--- src/rtl/lbr_pkg.sv ---
// lbr_pkg: shared constants and types for the LBR controller.
//   - Address-region codes (top two bits of the LBR address)
//   - CTRL register bit positions
//   - LBR request encodings
//   - Dump sequencer state type
package lbr_pkg;

  // Region codes carried in the two MSBs of an LBR address.
  localparam logic [1:0] REGION_FROM = 2'b00;
  localparam logic [1:0] REGION_TO   = 2'b01;
  localparam logic [1:0] REGION_TOS  = 2'b10;
  localparam logic [1:0] REGION_CTRL = 2'b11;

  // CTRL register layout; all other bits read as zero.
  localparam int unsigned CTRL_REC_EN_BIT = 0;
  localparam int unsigned CTRL_FROZEN_BIT = 1;

  // lbr_req encodings: {access, write}.
  localparam logic [1:0] LBR_REQ_NONE = 2'b00;
  localparam logic [1:0] LBR_REQ_READ = 2'b10;

  typedef enum logic [1:0] {
    StIdle    = 2'b00,
    StDumpRd  = 2'b01,
    StDumpOut = 2'b10
  } dump_state_e;

endpackage

--- src/rtl/lbr_dump_seq.sv ---
// lbr_dump_seq: dump FSM, beat counter and output register for a full LBR dump.
// Each beat reads one entry (FROM[0..N-1] then TO[0..N-1]) in StDumpRd, then
// presents it in StDumpOut until the consumer accepts it.
// Ports:
//   i_clock, i_reset      clock, synchronous active-high reset
//   i_start               qualified request to begin a dump (only honoured in idle)
//   i_dump_ready          consumer ready
//   i_lbr_rdata           LBR unit combinational read data
//   o_busy                dump in progress
//   o_rd                  high in the read cycle of a beat
//   o_beat                current beat index (doubles as the LBR address)
//   o_dump_valid/_data/_last  dump stream
module lbr_dump_seq
  import lbr_pkg::*;
#(
  parameter int unsigned DATA_WIDTH = 64,
  parameter int unsigned LBR_SIZE   = 16,
  localparam int unsigned BW        = $clog2(2 * LBR_SIZE)
) (
  input  logic                  i_clock,
  input  logic                  i_reset,
  input  logic                  i_start,
  input  logic                  i_dump_ready,
  input  logic [DATA_WIDTH-1:0] i_lbr_rdata,
  output logic                  o_busy,
  output logic                  o_rd,
  output logic [BW-1:0]         o_beat,
  output logic                  o_dump_valid,
  output logic [DATA_WIDTH-1:0] o_dump_data,
  output logic                  o_dump_last
);

  localparam logic [BW-1:0] LAST_BEAT = BW'(2 * LBR_SIZE - 1);

  dump_state_e           r_state;
  dump_state_e           w_state_next;
  logic [BW-1:0]         r_beat;
  logic [DATA_WIDTH-1:0] r_dump_data;
  logic                  w_last_beat;

  assign w_last_beat = (r_beat == LAST_BEAT);

  // State register.
  always_ff @(posedge i_clock) begin
    if (i_reset) begin
      r_state <= StIdle;
    end else begin
      r_state <= w_state_next;
    end
  end

  // Next-state logic.
  always_comb begin
    w_state_next = r_state;
    unique case (r_state)
      StIdle:    if (i_start) w_state_next = StDumpRd;
      StDumpRd:  w_state_next = StDumpOut;
      StDumpOut: if (i_dump_ready) w_state_next = w_last_beat ? StIdle : StDumpRd;
      default:   w_state_next = StIdle;
    endcase
  end

  // Beat counter and captured data.
  always_ff @(posedge i_clock) begin
    if (i_reset) begin
      r_beat      <= '0;
      r_dump_data <= '0;
    end else begin
      if (r_state == StDumpRd) begin
        r_dump_data <= i_lbr_rdata;
      end
      if (r_state == StDumpOut && i_dump_ready) begin
        r_beat <= w_last_beat ? '0 : r_beat + 1'b1;
      end
    end
  end

  // Outputs; forced quiet while reset is held so nothing leaks mid-reset.
  always_comb begin
    o_busy       = (r_state != StIdle);
    o_rd         = ~i_reset & (r_state == StDumpRd);
    o_beat       = r_beat;
    o_dump_valid = ~i_reset & (r_state == StDumpOut);
    o_dump_last  = ~i_reset & (r_state == StDumpOut) & w_last_beat;
    o_dump_data  = i_reset ? '0 : r_dump_data;
  end

endmodule

--- src/rtl/lbr_ctrl.sv ---
// lbr_ctrl: front-end controller for a Last Branch Record unit.
// Arbitrates CSR accesses against branch recording, owns the local CTRL
// register, and streams a full LBR dump through lbr_dump_seq.
// Optional feature macro: LBR_CTRL_FREEZE_EN (record counter that freezes
// recording once LBR_SIZE branches have been captured).
// Ports:
//   i_clock, i_reset                     clock, synchronous active-high reset
//   i_stall, i_next_pc_sel               pipeline stall and next-PC select
//   i_csr_valid/o_csr_ready              CSR request handshake
//   i_csr_write/_addr/_wdata             CSR request payload
//   o_csr_rvalid/_rdata                  one-cycle read response
//   i_dump_start                         dump request pulse
//   o_dump_valid/i_dump_ready/o_dump_data/o_dump_last   dump stream
//   o_lbr_stall/_req/_addr/_wdata        drive the LBR unit
//   i_lbr_rdata                          LBR unit combinational read data
module lbr_ctrl
  import lbr_pkg::*;
#(
  parameter int unsigned DATA_WIDTH = 64,
  parameter int unsigned LBR_SIZE   = 16,
  localparam int unsigned AW        = $clog2(LBR_SIZE) + 2
) (
  input  logic                  i_clock,
  input  logic                  i_reset,
  input  logic                  i_stall,
  input  logic [1:0]            i_next_pc_sel,
  input  logic                  i_csr_valid,
  output logic                  o_csr_ready,
  input  logic                  i_csr_write,
  input  logic [AW-1:0]         i_csr_addr,
  input  logic [DATA_WIDTH-1:0] i_csr_wdata,
  output logic                  o_csr_rvalid,
  output logic [DATA_WIDTH-1:0] o_csr_rdata,
  input  logic                  i_dump_start,
  output logic                  o_dump_valid,
  input  logic                  i_dump_ready,
  output logic [DATA_WIDTH-1:0] o_dump_data,
  output logic                  o_dump_last,
  output logic                  o_lbr_stall,
  output logic [1:0]            o_lbr_req,
  output logic [AW-1:0]         o_lbr_addr,
  output logic [DATA_WIDTH-1:0] o_lbr_wdata,
  input  logic [DATA_WIDTH-1:0] i_lbr_rdata
);

  localparam int unsigned IW = $clog2(LBR_SIZE);
  localparam int unsigned BW = $clog2(2 * LBR_SIZE);

  logic                  r_rec_en;
  logic                  r_dump_pend;
  logic                  r_csr_rvalid;
  logic [DATA_WIDTH-1:0] r_csr_rdata;

  logic                  w_branch_taken;
  logic                  w_branch_rec;
  logic                  w_lbr_stall;
  logic                  w_frozen;
  logic                  w_dump_busy;
  logic                  w_dump_rd;
  logic                  w_dump_go;
  logic [BW-1:0]         w_beat;
  logic                  w_csr_ready;
  logic                  w_accept;
  logic                  w_is_ctrl;
  logic                  w_lbr_acc;
  logic                  w_ctrl_wr;
  logic                  w_csr_rd;
  logic [DATA_WIDTH-1:0] w_ctrl_rdata;
  logic                  w_unused_pc_sel;

  // Only bit1 of next-PC select matters here.
  assign w_unused_pc_sel = i_next_pc_sel[0];

  assign w_branch_taken = ~i_stall & i_next_pc_sel[1];
  assign w_lbr_stall    = i_stall | ~r_rec_en | w_frozen | w_dump_busy;
  // A branch the LBR unit will actually record this cycle; it owns the port.
  assign w_branch_rec   = w_branch_taken & ~w_lbr_stall;

  assign w_csr_ready = ~i_reset & ~w_dump_busy & ~w_branch_rec;
  assign w_accept    = i_csr_valid & w_csr_ready;
  assign w_is_ctrl   = (i_csr_addr[AW-1 -: 2] == REGION_CTRL);
  assign w_lbr_acc   = w_accept & ~w_is_ctrl;
  assign w_ctrl_wr   = w_accept & w_is_ctrl & i_csr_write;
  assign w_csr_rd    = w_accept & ~i_csr_write;

  // CSR wins over a same-cycle dump request; the request waits in r_dump_pend.
  assign w_dump_go = ~i_reset & ~w_dump_busy & (i_dump_start | r_dump_pend) & ~w_accept;

  always_ff @(posedge i_clock) begin
    if (i_reset) begin
      r_dump_pend <= 1'b0;
    end else if (w_dump_go) begin
      r_dump_pend <= 1'b0;
    end else if (i_dump_start && !w_dump_busy) begin
      r_dump_pend <= 1'b1;
    end
  end

  // CTRL.rec_en
  always_ff @(posedge i_clock) begin
    if (i_reset) begin
      r_rec_en <= 1'b1;
    end else if (w_ctrl_wr) begin
      r_rec_en <= i_csr_wdata[CTRL_REC_EN_BIT];
    end
  end

`ifdef LBR_CTRL_FREEZE_EN
  localparam int unsigned CW = IW + 1;
  localparam logic [CW-1:0] CNT_FULL = CW'(LBR_SIZE);

  logic [CW-1:0] r_rec_cnt;
  logic          r_frozen;
  logic          w_frz_clr;

  assign w_frz_clr = w_ctrl_wr & i_csr_wdata[CTRL_FROZEN_BIT];

  // Saturating record count; frozen rises on the record that fills the LBR.
  always_ff @(posedge i_clock) begin
    if (i_reset) begin
      r_rec_cnt <= '0;
      r_frozen  <= 1'b0;
    end else if (w_frz_clr) begin
      r_rec_cnt <= '0;
      r_frozen  <= 1'b0;
    end else if (w_branch_rec) begin
      if (r_rec_cnt != CNT_FULL) begin
        r_rec_cnt <= r_rec_cnt + 1'b1;
      end
      if (r_rec_cnt == CNT_FULL - 1'b1) begin
        r_frozen <= 1'b1;
      end
    end
  end

  assign w_frozen = r_frozen;
`else
  assign w_frozen = 1'b0;
`endif

  always_comb begin
    w_ctrl_rdata                  = '0;
    w_ctrl_rdata[CTRL_REC_EN_BIT] = r_rec_en;
    w_ctrl_rdata[CTRL_FROZEN_BIT] = w_frozen;
  end

  // Read response, registered from the access cycle.
  always_ff @(posedge i_clock) begin
    if (i_reset) begin
      r_csr_rvalid <= 1'b0;
      r_csr_rdata  <= '0;
    end else begin
      r_csr_rvalid <= w_csr_rd;
      if (w_csr_rd) begin
        r_csr_rdata <= w_is_ctrl ? w_ctrl_rdata : i_lbr_rdata;
      end
    end
  end

  // LBR unit port: CSR access, else dump read, else idle.
  always_comb begin
    o_lbr_req   = LBR_REQ_NONE;
    o_lbr_addr  = '0;
    o_lbr_wdata = '0;
    if (w_lbr_acc) begin
      o_lbr_req   = {1'b1, i_csr_write};
      o_lbr_addr  = i_csr_addr;
      o_lbr_wdata = i_csr_wdata;
    end else if (w_dump_rd) begin
      o_lbr_req  = LBR_REQ_READ;
      // Beat index maps straight onto {00,idx} then {01,idx}.
      o_lbr_addr = AW'(w_beat);
    end
  end

  assign o_lbr_stall  = w_lbr_stall;
  assign o_csr_ready  = w_csr_ready;
  assign o_csr_rvalid = ~i_reset & r_csr_rvalid;
  assign o_csr_rdata  = i_reset ? '0 : r_csr_rdata;

  lbr_dump_seq #(
    .DATA_WIDTH (DATA_WIDTH),
    .LBR_SIZE   (LBR_SIZE)
  ) u_dump_seq (
    .i_clock      (i_clock),
    .i_reset      (i_reset),
    .i_start      (w_dump_go),
    .i_dump_ready (i_dump_ready),
    .i_lbr_rdata  (i_lbr_rdata),
    .o_busy       (w_dump_busy),
    .o_rd         (w_dump_rd),
    .o_beat       (w_beat),
    .o_dump_valid (o_dump_valid),
    .o_dump_data  (o_dump_data),
    .o_dump_last  (o_dump_last)
  );

endmodule

--- config.mk ---
export PLATFORM = sky130hd
export DESIGN_NAME = lbr_ctrl
export DESIGN_NICKNAME = d
export VERILOG_FILES = /design/src/rtl/lbr_pkg.sv /design/src/rtl/lbr_dump_seq.sv /design/src/rtl/lbr_ctrl.sv
export SDC_FILE = /design/constraint.sdc
export NUM_CORES = 1
export LEC_CHECK = 0
export BUFFER_PORTS_ARGS = -buffer_cell sky130_fd_sc_hd__clkbuf_2
export CORE_AREA = 10 10 132 134
export DETAILED_ROUTE_END_ITERATION = 12
export DIE_AREA = 0 0 142 144
export MAX_ROUTING_LAYER = met4
export PLACE_DENSITY = 0.78
export SETUP_SLACK_MARGIN = 0.1
export SLEW_MARGIN = 20
export SYNTH_ARGS = -nofsm -noshare
export SYNTH_HDL_FRONTEND = slang
export SYNTH_SLANG_ARGS = --single-unit
export TNS_END_PERCENT = 30
--- constraint.sdc ---
create_clock -name i_clock -period 2.25 [get_ports i_clock]
set_clock_uncertainty 0.2 [all_clocks]
set_input_delay 0.225 -clock i_clock [delete_from_list [all_inputs] [get_ports i_clock]]
set_output_delay 0.225 -clock i_clock [all_outputs]
set_load 0.05 [all_outputs]
## Word level (Yosys, flattened, before mapping)

Index checks and enable logic that the tools add are counted.

- Reductions and logical operators: 7
- Bitwise logic cells: 27
- $add $sub $neg: 1
- Muxes and demuxes: 13
- Equal/unequal tests: 6

Operators by type and width:

| operator | count |
|---|---|
| 64-bit 2-to-1 mux | 4 |
| 1-bit AND | 15 |
| 5-bit 2-to-1 mux | 2 |
| 1-bit NOT | 9 |
| 2-bit 2-to-1 mux | 4 |
| 6-bit 2-to-1 mux | 1 |
| 2-bit one-hot mux with 3 select lines | 1 |
| 5-bit by 1-bit adder with 5-bit output, second input constant | 1 |
| 5-bit == test, second input constant | 1 |
| 2-bit == test, second input constant | 2 |
| 1-bit OR | 3 |
| 2-bit by 1-bit == test with 1-bit output, second input constant | 1 |
| 1-bit logical AND | 2 |
| 2-bit logical NOT | 1 |
| 2-bit by 1-bit inequality test with 1-bit output, second input constant | 1 |
| 2-bit inequality test, second input constant | 1 |
| 2-bit AND reduction | 1 |
| 2-bit nonzero test | 1 |
| 2-bit OR reduction | 1 |
| 1-bit logical NOT | 1 |
| 1-bit 2-to-1 mux | 1 |

- Output and inout port bits: 205
- Register bits: 138
- Word-level logic and storage cells: 61
- Input port bits: 143

## Longest topological paths before layout

Gate-level depths: netlist of the first run.

- Depth after elaboration: 12
- Gate-level depth with buffers: 6
- Mapped depth without buffers: 6

## Modules after synthesis

From an unflattened synthesis of the first run, not the netlist that was laid out.

- Cell total of the unflattened synthesis: 685
- Area total of the unflattened synthesis: 6288.5 um^2

Modules (own cells, without submodules):

| module | area an instance (um^2) | cells an instance | seq. area each (um^2) | times used |
|---|---|---|---|---|
| lbr_ctrl | 3580.9 | 433 | 1341.3 | 1 |
| lbr_dump_seq | 2707.6 | 252 | 1421.4 | 1 |

## Least setup slack after synthesis of the first run

No wires, ideal clock.

- Kind: reg-to-output
- Start: register u_dump_seq.r_state[1]
- End: output o_lbr_addr[5]
- Data required time: 1.825 ns
- Data arrival time: 2.302 ns
- Path buffers: 1
- Cell stages (with the launch flop): 5
- Slack: -0.477 ns
- Cells stage by stage: dfxtp_1 buf_2 nor4b_1 nand2_1 nor3b_1

- Word-level cells in the longest chain between the ends: 9
- Elaborated cells on any way between the ends: 11
- Classes of those cells: 1 x mux; 9 x bitwise; 1 x reduce/logical

Ends and longest elaborated chain:

| what | line | text |
|---|---|---|
| start: declaration | lbr_dump_seq.sv:35 | `dump_state_e r_state;` |
| start signal: assignment | lbr_dump_seq.sv:46 | `r_state <= StIdle;` |
| start signal: assignment | lbr_dump_seq.sv:48 | `r_state <= w_state_next;` |
| 2-bit nonzero test (*) | lbr_dump_seq.sv:80 | `o_busy = (r_state != StIdle);` |
| 1-bit OR | lbr_ctrl.sv:75 | `assign w_lbr_stall = i_stall \| ~r_rec_en \| w_frozen \| w_dump_busy;` |
| 1-bit NOT | lbr_ctrl.sv:77 | `assign w_branch_rec = w_branch_taken & ~w_lbr_stall;` |
| 1-bit AND | lbr_ctrl.sv:77 |  |
| 1-bit NOT | lbr_ctrl.sv:79 | `assign w_csr_ready = ~i_reset & ~w_dump_busy & ~w_branch_rec;` |
| 1-bit AND (*) | lbr_ctrl.sv:79 |  |
| 1-bit AND (*) | lbr_ctrl.sv:80 | `assign w_accept = i_csr_valid & w_csr_ready;` |
| 1-bit AND (*) | lbr_ctrl.sv:82 | `assign w_lbr_acc = w_accept & ~w_is_ctrl;` |
| 6-bit 2-to-1 mux (*) | lbr_ctrl.sv:165 | `if (w_lbr_acc) begin` |
| end: declaration | lbr_ctrl.sv:41 | `output logic [AW-1:0] o_lbr_addr,` |

Every way passes the cells marked *; elsewhere a longest branch is shown, timed or not.

## Worst setup path after layout of the first run

- Start: register u_dump_seq.r_state[0]
- End: output o_lbr_addr[4]

- Word-level cells in the longest chain between the ends: 9
- Elaborated cells on any way between the ends: 14
- Classes of those cells: 1 x eq/ne; 2 x mux; 10 x bitwise; 1 x reduce/logical

Ends and longest elaborated chain:

| what | line |
|---|---|
| 2-bit nonzero test | lbr_dump_seq.sv:80 |
| 1-bit OR | lbr_ctrl.sv:75 |
| 1-bit NOT | lbr_ctrl.sv:77 |
| 1-bit AND | lbr_ctrl.sv:77 |
| 1-bit NOT | lbr_ctrl.sv:79 |
| 1-bit AND | lbr_ctrl.sv:79 |
| 1-bit AND | lbr_ctrl.sv:80 |
| 1-bit AND | lbr_ctrl.sv:82 |
| 6-bit 2-to-1 mux (*) | lbr_ctrl.sv:165 |

Marked as above.

==> results of run 1 <==
## routing by layer
layer | up-vias | track usage [%]
met5 | - | -
met4 | 0 | 12.1
met3 | 80 | 7.35
met2 | 307 | 44.4
met1 | 2980 | 23.5
li1 | 2969 | -
## sequential cells by signal (all words and copies together), names as in the netlist
register / flops
u_dump_seq.r_state: 2
u_dump_seq.r_dump_data: 64
r_csr_rvalid: 1
r_dump_pend: 1
u_dump_seq.o_beat: 5
r_csr_rdata: 64
r_rec_en: 1
## final timing paths
path	cells past startpoint	slack, ns	to	startpoint
worst max register to register	6	-0.02	r_csr_rdata[8]	u_dump_seq.r_state[0]
worst min register to register	2	0.34	u_dump_seq.o_beat[0]	u_dump_seq.o_beat[0]
worst min-delay path	3	0.06	r_dump_pend	i_reset
worst max-delay path	5	-0.27	o_lbr_addr[4]	u_dump_seq.r_state[0]
## cells by family after synthesis
kind of cell	after synthesis	share of synthesized area, %
flip-flops	138	42.2
adder cells (fa/ha/maj)	2	0.382
multiplexers	67	14.3
AO/OA/AOI/OAI	83	10.5
AND/OR/NAND/NOR	292	28.1
buffers and inverters	52	4.51
## cell type report
class | count | area [um^2]
inverter | 2 | 7.51
clock buffer | 17 | 425
multi-input combinational | 444 | 3790
antenna | 1 | 2.50
sequential | 138 | 2770
fill | 936 | 3570
clock inverter | 14 | 133
timing repair buffer | 446 | 3940
tap | 188 | 235
## synthesized netlist by cell type, types with 2 or more instances
cell type,instances
dfxtp_1,138
and2_1,129
nor2b_1,129
o22a_1,64
mux2_4,50
clkbuf_1,37
mux2_2,13
nor2_1,8
a21oi_1,6
buf_12,5
a22o_1,4
mux2i_1,4
nand2_1,4
nand3b_1,3
o21ai_0,3
a31oi_1,2
and3_1,2
buf_1,2
buf_2,2
buf_4,2
ha_1,2
inv_1,2
nor3_4,2
or3_1,2
## power breakdown
group / switching (mW) / internal [mW]
clock network: 1.04 / 1.61
registers: 0.0504 / 2.65
logic: 1.19 / 0.849
total: 2.28 / 5.11
## critical path: stages, from the launching register on
cell       delay, ns
dfxtp_2         0.32
or4b_4          0.53
buf_4           0.17
or3_4           0.34
a2bb2oi_4       0.17
buf_12          0.15
## timing repair
item,in CTS,in global routing
pin swaps,15,17
cloned,2,2
gates resized for setup,46,42
endpoints found under the hold margin,131,0
setup buffers,2,0
endpoints found under the setup margin,87,127
hold buffers,68,0
==> results.toml, run 1 <==
[critical_path]
crit_path_end_kind = "output pin"
crit_arrival_ns = 2.09
cp_max_fo = 2
path_class = "reg -> out"
start_kind = "register"
cp.required_ns = 1.82

[logic_synthesis]
async_flop_share_pct = 0
ys_seq_elements = 138
synth_nets = 779
yosysTopAreaCell = "dfxtp_1"
ys_seq_area_share_pct = 42.2
synth_top_area_share_pct = 42.2
syn_inst = 634
synth-edff-count = 0
synth_cell_types = 43
synthTopCellsByArea = "dfxtp_1, and2_1, nor2b_1"
syn_area_um2 = 6550
yosysWarnings = 0
synth_top_flop_cell = "dfxtp_1"
synth.avg_cell_area_um2 = 10.3

[floorplanning]
std_cell_rows = 45
die_w_um = 142
die_h_um = 144
ios = 348
coreArea_um2 = 14900
dieArea_um2 = 20400
start_util_pct = 44.1

[timing]
finalMaxSlewViolations = 0
fmax_mhz = 398
hold_ws_ns = 0.0620
setup_violations = 78
rsz0062_at_grt = "true"
totalNegativeSetupSlack_ns = -16.76
tightest_slew_ns = 0.503
max_slew_margin_pct = 66.4
finalCriticalPeriod_ns = 2.52
min_period_over_period_pct = 112
finalHoldViolations = 0
worst_slack_ns = -0.265

[detailed_routing]
wl_met1_mm = 8.98
drt-pass1-iter-count = 6
dr.first_iter.drc_count = 247
drcViolationCount = 0
dr_wl_met2_mm = 14.5
via_per_inst = 5.07
wl_met3_mm = 2.02
drt.antenna.violating_nets = 0
top_layer = "met4"
routed_wl_mm = 26.8
vias = 6336
routedWlPerCell_um = 21.5

[final_layout]
final_nets = 1194
layout_common_cells = "clkbuf_2, dfxtp_1, nor2b_1"
drive_gt1_share_pct = 52.9
layout.cells.most_common = "clkbuf_2"
finalNonFillerCells = 1250
syn_to_final_growth_pct = 72.5
final_core_util_pct = 76.0
finalInstanceArea_um2 = 11300

[pwr]
peakVddDrop_uv = 502
p_leak_nw = 5.28
total_power_mw = 7.39
powerDensity_nw_per_um2 = 654

[placed_design]
dp_slack_ns = 0.0950
place_area_um2 = 9690
dp_hpwl_mm = 17.7
placedCellCount = 1144
port_buffers = 346
place_congestion = 0.809

[outcome]
violations = "negative setup slack"
status = "finished, violations left"

[hold_path]
hold_path.class = "in -> reg"

[global_routing]
grt_pass1_wl_mm = 38.5
antenna_found_initial = 0
grt-ovfl-total = 0
grt_max_degree = 117
grt_pass1_vias = 6863
groute.usage.overall_pct = 24.6

[clock_network]
cts_buffers = 17
clock_sink_count = 138
cts-root-buf = "clkbuf_16"
cts.clk_slew.worst_paths_ns = 0.06
worst_skew_pair.late_latency_ns = 0.42
cts_tree = "done"
cts-htree-levels = 4
cts_max_path_buffers = 2

[job]
drv_cap = 0
Power figures use the tool's default switching activity.
==> inputs of run 2 (changes only) <==
--- a/config.mk
+++ b/config.mk
@@ -6,11 +6,11 @@
 export NUM_CORES = 1
 export LEC_CHECK = 0
 export BUFFER_PORTS_ARGS = -buffer_cell sky130_fd_sc_hd__clkbuf_2
-export CORE_AREA = 10 10 132 134
+export CORE_AREA = 2 2 135 137
 export DETAILED_ROUTE_END_ITERATION = 12
-export DIE_AREA = 0 0 142 144
+export DIE_AREA = 0 0 137 139
 export MAX_ROUTING_LAYER = met4
-export PLACE_DENSITY = 0.78
+export PLACE_DENSITY = 0.67
 export SETUP_SLACK_MARGIN = 0.1
 export SLEW_MARGIN = 20
 export SYNTH_ARGS = -nofsm -noshare
==> run 2 against run 1 <==
Net effect:
- the run still ends with negative setup slack left
- global-route usage is 2.2 points lower
- final cell count is 3.0% higher
- largest power group is now the clock network
- sequential power hardly changed
- worst setup slack worse by 0.074 ns
- clock power is 14% higher
- critical path depth is 1 higher
- maximum frequency is 2.9% lower
- non-clock buffer count is 4 lower
- design area is 1.4% lower
- critical endpoint is now o_lbr_addr[2]
- hold slack better by 0.046 ns
==> results.toml, run 2 (synthesis gave the netlist of run 1 again) <==
[detailed_routing]
drcViolationCount = 0
routedWlPerCell_um = 17.5
dr.first_iter.drc_count = 215
routed_wl_mm = 22.5
vias = 6102
drt-pass1-iter-count = 4
via_per_inst = 4.74
drt.antenna.violating_nets = 0

[floorplanning]
die_h_um = 139
start_util_pct = 37.1
die_w_um = 137
dieArea_um2 = 19000
ios = 348
std_cell_rows = 49
coreArea_um2 = 17700

[critical_path]
cp_slowest_cell = "or4b_4"
path_buf_inv = 3
reg2reg_slack_ns = 0.01
crit_arrival_ns = 2.16
cp_max_fo = 9
crit_path_end_kind = "output pin"
crit_chain = "or4b_4 > nor3_4 > buf_6 > clkbuf_16 > a22o_1 > buf_8"
critPathTopFamily = "simple AND/OR/NAND/NOR gates"
cp.required_ns = 1.82
r2r-end = "r_csr_rdata[2]"
r2r_cells = 5
crit_path_max_incr_delay_ns = 0.54
r2r_start = "u_dump_seq.r_state[0]"
start_kind = "register"
path_class = "reg -> out"

[clock_network]
cts.clk_slew.worst_paths_ns = 0.06
cts_tree = "done"
worst_skew_pair.late_latency_ns = 0.41
cts_buffers = 17
cts_max_path_buffers = 2
clock_sink_count = 138
cts-htree-levels = 4
cts-root-buf = "clkbuf_16"

[placed_design]
port_buffers = 346
place_congestion = 0.851
dp_hpwl_mm = 14.9

[global_routing]
grt-ovfl-total = 0
groute.usage.overall_pct = 22.5
antenna_found_initial = 0
grt_max_degree = 118
grt_pass1_wl_mm = 32.2
grt_pass1_vias = 6078

[timing]
fmax_mhz = 386
tightest_slew_ns = 0.607
rsz0062_at_grt = "true"
min_period_over_period_pct = 115
max_slew_margin_pct = 59.5
finalMaxSlewViolations = 0
setup_violations = 70
worst_slack_ns = -0.340
hold_ws_ns = 0.108
finalCriticalPeriod_ns = 2.59
finalHoldViolations = 0

[job]
drv_cap = 0

[outcome]
status = "finished, violations left"
violations = "negative setup slack"

[pwr]
peakVddDrop_uv = 494
powerDensity_nw_per_um2 = 687
p_leak_nw = 5.22

[final_layout]
syn_to_final_growth_pct = 70.2
layout.cells.most_common = "clkbuf_2"
final_nets = 1190
drive_gt1_share_pct = 52.1
antenna_cells = 0
layout_common_cells = "clkbuf_2, dfxtp_1, nor2b_1"
final_core_util_pct = 63.1

[hold_path]
hold_depth = 4
hold_start = "i_next_pc_sel[1]"
hold_path.class = "in -> reg"
worstHoldEndpoint = "r_csr_rdata[0]"
[run 2: cell types whose count changed in the layout (fill, tap and decap cells not counted), moves of 6 or more]
cell      previous run  this run
buf_12              80        42
buf_8                0        34
and2_4              64        55
and2_2               0         7
clkinv_2             7         1
[run 2: repair_timing]
| item | in CTS | in global routing |
|---|---|---|
| hold buffers | 68 | 0 |
| pin swaps | 0 | 37 |
| endpoints found under the setup margin | 73 | 97 |
| gates cloned | 0 | 5 |
| setup buffers | 0 | 3 |
| resized for setup | 76 | 109 |
| hold endpoints to repair | 132 | 0 |
[run 2: where the power goes]
group          switching [mW]  total [mW]  leakage, nW  internal (mW)
sequential             0.0398        2.69         1.13           2.65
clock                    1.09        3.02        0.310           1.93
combinational            1.14        1.95         3.78          0.805
total                    2.27        7.66         5.22           5.39
[run 2: how the worst max path moves through the flow]
stage	end	start	slack [ns]	cells past startpoint
global placement	o_lbr_addr[2]	i_reset	0.07	6
finish	o_lbr_addr[2]	u_dump_seq.r_state[0]	-0.34	6
global route	o_lbr_addr[2]	u_dump_seq.r_state[0]	-0.41	6
detailed placement	o_lbr_addr[1]	i_reset	0.06	6
CTS	o_lbr_wdata[61]	u_dump_seq.r_state[1]	-0.32	5
floorplan	o_lbr_addr[5]	u_dump_seq.r_state[1]	0.04	4
[run 2: stage by stage]
step                      cells  setup slack [ns]  area [um^2]  TNS [ns]  total power [mW]
final                      1287            -0.340        11100    -20.51              7.66
after global routing       1287            -0.409        11100    -25.46              7.96
after CTS                  1279            -0.321        10800    -20.78              7.63
after detailed placement   1179            0.0583         9110         0              4.45
after global placement     1179            0.0748         9110         0              4.43
after floorplan             634            0.0421         6620         0              3.91
[run 2: worst register-to-register path: cells and delay by family (launching register included)]
| family | cells | cell delay [ns] |
|---|---|---|
| and+or+nand+nor | 2 | 0.72 |
| buffers and inverters | 2 | 0.46 |
| muxes | 1 | 0.42 |
| DFF | 1 | 0.32 |
[run 2: cell type report]
class / instances / area (um^2)
multi-input cells: 444 / 3750
fillers: 1419 / 6510
clock buffers: 20 / 457
well taps: 229 / 287
flip-flops and latches: 138 / 2770
inverters: 2 / 7.51
clock inverters: 12 / 186
repair buffers: 442 / 3680
[run 2: per-layer routing]
layer	part of all wire, %	vias to the layer above	track usage (%)
li1	-	2964	-
met1	38	2841	23.8
met2	52	238	38.4
met3	5.1	59	5.01
met4	4.9	0	12.1
met5	0	-	-
